## src/rtl/mips_pkg.sv

```systemverilog
// Shared MIPS datapath constants: architectural register indices and default widths.
package mips_pkg;
  localparam int REG_ZERO   = 0;
  localparam int REG_V0     = 2;
  localparam int REG_A0     = 4;
  localparam int REG_RA     = 31;
  localparam int DATA_W_DEF = 32;
  localparam int ADDR_W_DEF = 5;
endpackage

```

## src/rtl/regfile_mp_if.sv

```systemverilog
// Register-file bus: write, link, issue and packed read ports plus debug taps.
interface regfile_mp_if
  import mips_pkg::*;
#(
  parameter int DATA_W = DATA_W_DEF,
  parameter int ADDR_W = ADDR_W_DEF,
  parameter int NUM_RD = 2
);
  logic                       wr_en;
  logic [ADDR_W-1:0]          wr_addr;
  logic [DATA_W-1:0]          wr_data;
  logic                       link_en;
  logic [DATA_W-1:0]          link_data;
  logic                       issue_en;
  logic [ADDR_W-1:0]          issue_addr;
  logic [NUM_RD*ADDR_W-1:0]   rd_addr;
  logic [NUM_RD*DATA_W-1:0]   rd_data;
  logic [NUM_RD-1:0]          rd_busy;
  logic [DATA_W-1:0]          dbg_v0;
  logic [DATA_W-1:0]          dbg_a0;
  logic [DATA_W-1:0]          dbg_ra;

  modport master (
    output wr_en, wr_addr, wr_data, link_en, link_data, issue_en, issue_addr, rd_addr,
    input  rd_data, rd_busy, dbg_v0, dbg_a0, dbg_ra
  );

  modport slave (
    input  wr_en, wr_addr, wr_data, link_en, link_data, issue_en, issue_addr, rd_addr,
    output rd_data, rd_busy, dbg_v0, dbg_a0, dbg_ra
  );
endinterface

```

## src/rtl/regfile_scoreboard.sv

```systemverilog
// Write-pending busy vector: writes clear, issues set, a same-cycle issue beats the clear.
module regfile_scoreboard #(
  parameter int ADDR_W   = 5,
  parameter int LINK_REG = 31
) (
  input  logic                   clock,
  input  logic                   reset,
  input  logic                   wr_ok_i,
  input  logic [ADDR_W-1:0]      wr_addr_i,
  input  logic                   lnk_ok_i,
  input  logic                   issue_en_i,
  input  logic [ADDR_W-1:0]      issue_addr_i,
  output logic [2**ADDR_W-1:0]   busy_o
);
  localparam int DEPTH = 2**ADDR_W;
  localparam logic [ADDR_W-1:0] LINK_A = ADDR_W'(LINK_REG);

  logic [DEPTH-1:0] busy_q, busy_d;

  always_comb begin
    busy_d = busy_q;
    if (wr_ok_i) busy_d[wr_addr_i] = 1'b0;
    if (lnk_ok_i) busy_d[LINK_A] = 1'b0;
    if (issue_en_i) busy_d[issue_addr_i] = 1'b1;
    busy_d[0] = 1'b0;
  end

  always_ff @(posedge clock) begin
    if (reset) busy_q <= '0;
    else       busy_q <= busy_d;
  end

  assign busy_o = busy_q;
endmodule

```

## src/rtl/regfile_mp.sv

```systemverilog
// Multi-read-port register file with link write path, optional bypass and busy scoreboard.
module regfile_mp
  import mips_pkg::*;
#(
  parameter int DATA_W   = DATA_W_DEF,
  parameter int ADDR_W   = ADDR_W_DEF,
  parameter int NUM_RD   = 2,
  parameter int BYPASS   = 1,
  parameter int LINK_REG = REG_RA
) (
  input logic         clock,
  input logic         reset,
  regfile_mp_if.slave bus
);
  localparam int DEPTH = 2**ADDR_W;
  localparam logic [ADDR_W-1:0] LINK_A = ADDR_W'(LINK_REG);
  localparam logic [ADDR_W-1:0] ZERO_A = ADDR_W'(REG_ZERO);

  logic [DATA_W-1:0] regs_q [DEPTH];
  logic [DATA_W-1:0] regs_d [DEPTH];
  logic [DEPTH-1:0]  busy;
  logic              gen_ok, lnk_ok;
  logic [NUM_RD*DATA_W-1:0] rd_data_w;
  logic [NUM_RD-1:0]        rd_busy_w;

  // Link write owns LINK_REG; a colliding general write is dropped.
  assign lnk_ok = bus.link_en && (LINK_A != ZERO_A);
  assign gen_ok = bus.wr_en && (bus.wr_addr != ZERO_A) && !(lnk_ok && bus.wr_addr == LINK_A);

  always_comb begin
    regs_d = regs_q;
    if (gen_ok) regs_d[bus.wr_addr] = bus.wr_data;
    if (lnk_ok) regs_d[LINK_A] = bus.link_data;
  end

  always_ff @(posedge clock) begin
    if (reset) regs_q <= '{default: '0};
    else       regs_q <= regs_d;
  end

  regfile_scoreboard #(.ADDR_W(ADDR_W), .LINK_REG(LINK_REG)) u_sb (
    .clock        (clock),
    .reset        (reset),
    .wr_ok_i      (gen_ok),
    .wr_addr_i    (bus.wr_addr),
    .lnk_ok_i     (lnk_ok),
    .issue_en_i   (bus.issue_en),
    .issue_addr_i (bus.issue_addr),
    .busy_o       (busy)
  );

  always_comb begin
    logic [ADDR_W-1:0] ra;
    logic lnk_hit, wr_hit, reissue;
    rd_data_w = '0;
    rd_busy_w = '0;
    ra = '0;
    lnk_hit = 1'b0;
    wr_hit = 1'b0;
    reissue = 1'b0;
    for (int k = 0; k < NUM_RD; k++) begin
      ra      = bus.rd_addr[k*ADDR_W +: ADDR_W];
      lnk_hit = (BYPASS != 0) && lnk_ok && (ra == LINK_A);
      wr_hit  = (BYPASS != 0) && gen_ok && (ra == bus.wr_addr);
      reissue = bus.issue_en && (bus.issue_addr == ra);
      if (ra == ZERO_A)  rd_data_w[k*DATA_W +: DATA_W] = '0;
      else if (lnk_hit)  rd_data_w[k*DATA_W +: DATA_W] = bus.link_data;
      else if (wr_hit)   rd_data_w[k*DATA_W +: DATA_W] = bus.wr_data;
      else               rd_data_w[k*DATA_W +: DATA_W] = regs_q[ra];
      // An in-flight writeback retires the hazard unless a newer producer issues now.
      rd_busy_w[k] = busy[ra] && !((lnk_hit || wr_hit) && !reissue);
    end
  end

  assign bus.rd_data = rd_data_w;
  assign bus.rd_busy = rd_busy_w;
  assign bus.dbg_v0  = regs_q[ADDR_W'(REG_V0)];
  assign bus.dbg_a0  = regs_q[ADDR_W'(REG_A0)];
  assign bus.dbg_ra  = regs_q[ADDR_W'(REG_RA)];
endmodule

```

## src/flat_wrapper.sv

```systemverilog
// flat-port wrapper written by rule: the top's interface ports become plain ports
module regfile_mp_flat import mips_pkg::*;
#(
  parameter int DATA_W   = DATA_W_DEF,
  parameter int ADDR_W   = ADDR_W_DEF,
  parameter int NUM_RD   = 2,
  parameter int BYPASS   = 1,
  parameter int LINK_REG = REG_RA
)
  (clock, reset, bus_wr_en, bus_wr_addr, bus_wr_data, bus_link_en, bus_link_data, bus_issue_en, bus_issue_addr, bus_rd_addr, bus_rd_data, bus_rd_busy, bus_dbg_v0, bus_dbg_a0, bus_dbg_ra);
  regfile_mp_if #(.DATA_W(DATA_W), .ADDR_W(ADDR_W), .NUM_RD(NUM_RD)) bus_i ();
  input logic clock;
  input logic reset;
  input wire logic [$bits(bus_i.wr_en)-1:0] bus_wr_en;
  input wire logic [$bits(bus_i.wr_addr)-1:0] bus_wr_addr;
  input wire logic [$bits(bus_i.wr_data)-1:0] bus_wr_data;
  input wire logic [$bits(bus_i.link_en)-1:0] bus_link_en;
  input wire logic [$bits(bus_i.link_data)-1:0] bus_link_data;
  input wire logic [$bits(bus_i.issue_en)-1:0] bus_issue_en;
  input wire logic [$bits(bus_i.issue_addr)-1:0] bus_issue_addr;
  input wire logic [$bits(bus_i.rd_addr)-1:0] bus_rd_addr;
  output wire logic [$bits(bus_i.rd_data)-1:0] bus_rd_data;
  output wire logic [$bits(bus_i.rd_busy)-1:0] bus_rd_busy;
  output wire logic [$bits(bus_i.dbg_v0)-1:0] bus_dbg_v0;
  output wire logic [$bits(bus_i.dbg_a0)-1:0] bus_dbg_a0;
  output wire logic [$bits(bus_i.dbg_ra)-1:0] bus_dbg_ra;
  assign bus_i.wr_en = bus_wr_en;
  assign bus_i.wr_addr = bus_wr_addr;
  assign bus_i.wr_data = bus_wr_data;
  assign bus_i.link_en = bus_link_en;
  assign bus_i.link_data = bus_link_data;
  assign bus_i.issue_en = bus_issue_en;
  assign bus_i.issue_addr = bus_issue_addr;
  assign bus_i.rd_addr = bus_rd_addr;
  assign bus_rd_data = bus_i.rd_data;
  assign bus_rd_busy = bus_i.rd_busy;
  assign bus_dbg_v0 = bus_i.dbg_v0;
  assign bus_dbg_a0 = bus_i.dbg_a0;
  assign bus_dbg_ra = bus_i.dbg_ra;
  regfile_mp #(.DATA_W(DATA_W), .ADDR_W(ADDR_W), .NUM_RD(NUM_RD), .BYPASS(BYPASS), .LINK_REG(LINK_REG)) u_core (.clock(clock), .reset(reset), .bus(bus_i));
endmodule
```

## config.mk

```make
export PLATFORM = sky130hd
export DESIGN_NAME = regfile_mp_flat
export DESIGN_NICKNAME = d
export VERILOG_FILES = /design/src/rtl/mips_pkg.sv /design/src/rtl/regfile_mp_if.sv /design/src/rtl/regfile_scoreboard.sv /design/src/rtl/regfile_mp.sv /design/src/flat_wrapper.sv
export SDC_FILE = /design/constraint.sdc
export NUM_CORES = 2
export LEC_CHECK = 0
export ABC_AREA = 1
export BUFFER_PORTS_ARGS = -buffer_cell sky130_fd_sc_hd__buf_2
export CAP_MARGIN = 5
export CELL_PAD_IN_SITES_DETAIL_PLACEMENT = 1
export CELL_PAD_IN_SITES_GLOBAL_PLACEMENT = 1
export CORE_AREA = 2 2 487 489
export DETAILED_ROUTE_END_ITERATION = 8
export DIE_AREA = 0 0 489 491
export PLACE_DENSITY = 0.55
export SLEW_MARGIN = 5
export SYNTH_ARGS = -nofsm -noshare
export SYNTH_HDL_FRONTEND = slang
export SYNTH_SLANG_ARGS = --single-unit
```

## constraint.sdc

```tcl
create_clock -name clock -period 1.9 [get_ports clock]
set_clock_uncertainty 0.1 [all_clocks]
set_input_delay 0.095 -clock clock [delete_from_list [all_inputs] [get_ports clock]]
set_output_delay 0.095 -clock clock [all_outputs]
set_load 0.05 [all_outputs]
```

==> reports/results.tsv <==
metric	value	unit
run_status	complete, but fails checks	
violations	setup timing	
clock_path_buffers	3	
grt_pass1_vias	73262	
period_share	144	%
grt_overflow	0	
hold_violations	0	
netlist_area	58400	um^2
ys_ff_latch	1055	
reg2regPathDepth	5	
min_period	2730	ps
drv_cap	0	
relSlewSlack	18.5	%
synth_top_area_cell	dfxtp_1	
ant_nets	0	
worstPathArrival	2530	ps
drt_iter0_markers	6191	
final_area	84500	um^2
async_flop_share	0	%
dieArea	240000	um^2
htree_levels	4	
multi_input_area	35400	um^2
worst_pin_slew	1220	ps
worst_hold_path_type	in -> reg	
end_kind	primary output	
placed_area	73600	um^2
ios	251	
cts.sinks	1055	
seq_area_frac_synth	36.2	%
final.fill_count	28631	
cts_tree	yes	
clk_pin_slew	60	ps
grt_pass1_wl	530000	um
core	235000	um^2
leakagePower	32.8	nW
drc	0	
synth.most_common_cell	nand2_1	
fin_hold_ws	70.9	ps
critPathMaxStageDelay	350	ps
place_hpwl	261000	um
netlist_instances	9280	
via_per_inst	5.41	
place.port_buffers	218	
avgSynthCellArea	6.29	um^2
critPathRequiredTime	1700	ps
wl_per_cell	27.7	um
critPathKind	reg -> out	
drive_above_1_share	29.6	%
die_h	491	um
power_density	740	nW/um^2
die_x	489	um
antenna_found_initial	14	
synth_cell_types	40	
crit_chain	inv_1 -> nand2_1 -> nand3_2 -> nand2_1 -> nand2_1 -> nor2_2 -> nand2_4 -> nand2_4 -> nand2_4 -> a21oi_4 -> buf_8	
min_path_cells	7	
setup_viol	66	
slowest_stage	a21oi_4	
grt_max_degree	121	
gr-usage-all-layers	30.0	%
gp_congestion	0.919	
nets	10286	
firstDrtPassIters	6	
rows	178	
start_util	24.9	%
clk_latency	830	ps
finalMaxSlewViolations	0	
dr_total_vias	72785	
setup_ws	-827	ps
cts_inserted_buffers	136	
rsz0062_at_grt	yes	
drt_wl_total	373000	um
ys_warn_count	0	
start_kind	flop	
regArea	21500	um^2
synth.area.top_cells	dfxtp_1 36%, o21ai_0 13%, a21oi_1 11%	
max-vdd-ir-drop	865	uV
max_freq	367	MHz
cts_root_buffer	clkbuf_16	
synth_common_cells	1582 x nand2_1, 1481 x o21ai_0, 1340 x a21oi_1, 1072 x nor2_1, 1055 x dfxtp_1	
syn_to_final_growth	44.8	%
ys.flop_type	dfxtp_1	
synth_edf_count	0	
yosys.area.top_type_share	36.2	%
crit_fanout	2	
worst paths after layout:
path                                         start                               end  slack [ps]
hold / removal                           bus_wr_en   u_core.regs_q[150]$_SDFFE_PP0P_          70
setup / recovery   u_core.regs_q[637]$_SDFFE_PP0P_                   bus_rd_data[29]        -830
hold reg to reg   u_core.regs_q[1010]$_SDFFE_PP0P_  u_core.regs_q[1010]$_SDFFE_PP0P_         350
setup reg to reg     u_core.regs_q[0]$_SDFFE_PP0P_     u_core.regs_q[0]$_SDFFE_PP0P_         390
layout by cell type, fill, tap and decap left out, types with 21 or more instances in the layout:
cell type      synthesis  routed
buf_8                  0      24
inv_1                620     482
nor2_2                 4      40
dfxtp_1             1055     748
o21ai_1                3     201
o21ai_0             1481    1196
dfxtp_2                0     303
a21oi_2                1     111
conb_1                 1      32
buf_4                118    1054
buf_2                182     121
nand2_4                0     106
nor2_4                 0      38
buf_12                 0     269
nand2_2               11     113
nor2_1              1072     998
clkinvlp_4             0      22
o211ai_1              83      83
a21oi_1             1340    1175
o21ai_2                0      85
nand3_4                0      61
nand2_1             1582    1353
nand4_1               40      40
clkbuf_8               0      21
nand3_1              791     592
a31oi_1               59      56
dlygate4sd3_1          0     146
buf_6                  5      93
clkbuf_16              0     137
a21oi_4                0      55
nand3_2                1     139
nand2_8                0      21
inv_2                 10     119
clkinv_2               0      24
clkbuf_1             591      40
report_power, final:
part           switching [W]  internal, W
combinational        0.00897      0.00461
sequential          0.000198       0.0224
clock                 0.0116       0.0147
logic make-up after synthesis:
logic type | Yosys count | share of synthesized area, %
AOI/OAI and AO/OA | 3042 | 26.9
xor gates and xnor gates | 10 | 0.150
buffers and inverters | 1604 | 11.5
DFF | 1055 | 36.2
muxes | 8 | 0.137
other | 1 | 0.00642
and+or+nand+nor | 3560 | 25.1
metal layers:
metal  part of all wire [%]  GRT usage (%)
met1                     42           38.6
met2                     45           47.4
met3                    5.9           3.91
met4                    7.3           18.8
met5                 0.0035              0
layout make-up:
cell class | instances | area share, %
multi-input cells | 6652 | 41.9
flip-flops and latches | 1055 | 25.5
repair buffers | 1711 | 19.9
well taps | 3150 | 4.66
clock buffers | 197 | 4.56
inverters | 641 | 2.99
clock inverters | 43 | 0.545
diodes | 7 | 0.0207
state kept, by name, summed over array words and instances (netlist names):
name,cells
u_core.bus.dbg_v0,32
u_core.bus.dbg_a0,32
u_core.u_sb.busy_o,31
u_core.regs_q,960
worst max-delay path: cells and delay by family, from the launching register on:
kind / cells / cell delay, ps
flip-flops: 1 / 330
AND/OR/NAND/NOR: 8 / 730
AO/OA/AOI/OAI: 1 / 350
buffers and inverters: 2 / 270
per-stage QoR:
step	utilization, %	setup WS, ps	cells	setup TNS [ps]	total power (W)
finish	36.0	-827	13456	-41740	0.0625
global route	36.0	-843	13453	-46380	0.0643
CTS	35.3	-858	13433	-45050	0.0622
detailed placement	31.4	-1310	13047	-331790	0.0348
global placement	31.4	-1250	13047	-296070	0.0347
floorplan	-	-17.4	9311	-70.3	0.0287
what timing repair did:
item,CTS,global route
setup buffers,31,30
setup endpoints to repair,86,72
hold buffers,148,2
resized for setup,1230,646
hold endpoints to repair,1037,2
cloned,0,0
pin swaps,437,449
No activity file was read; power rests on OpenSTA's default activity.
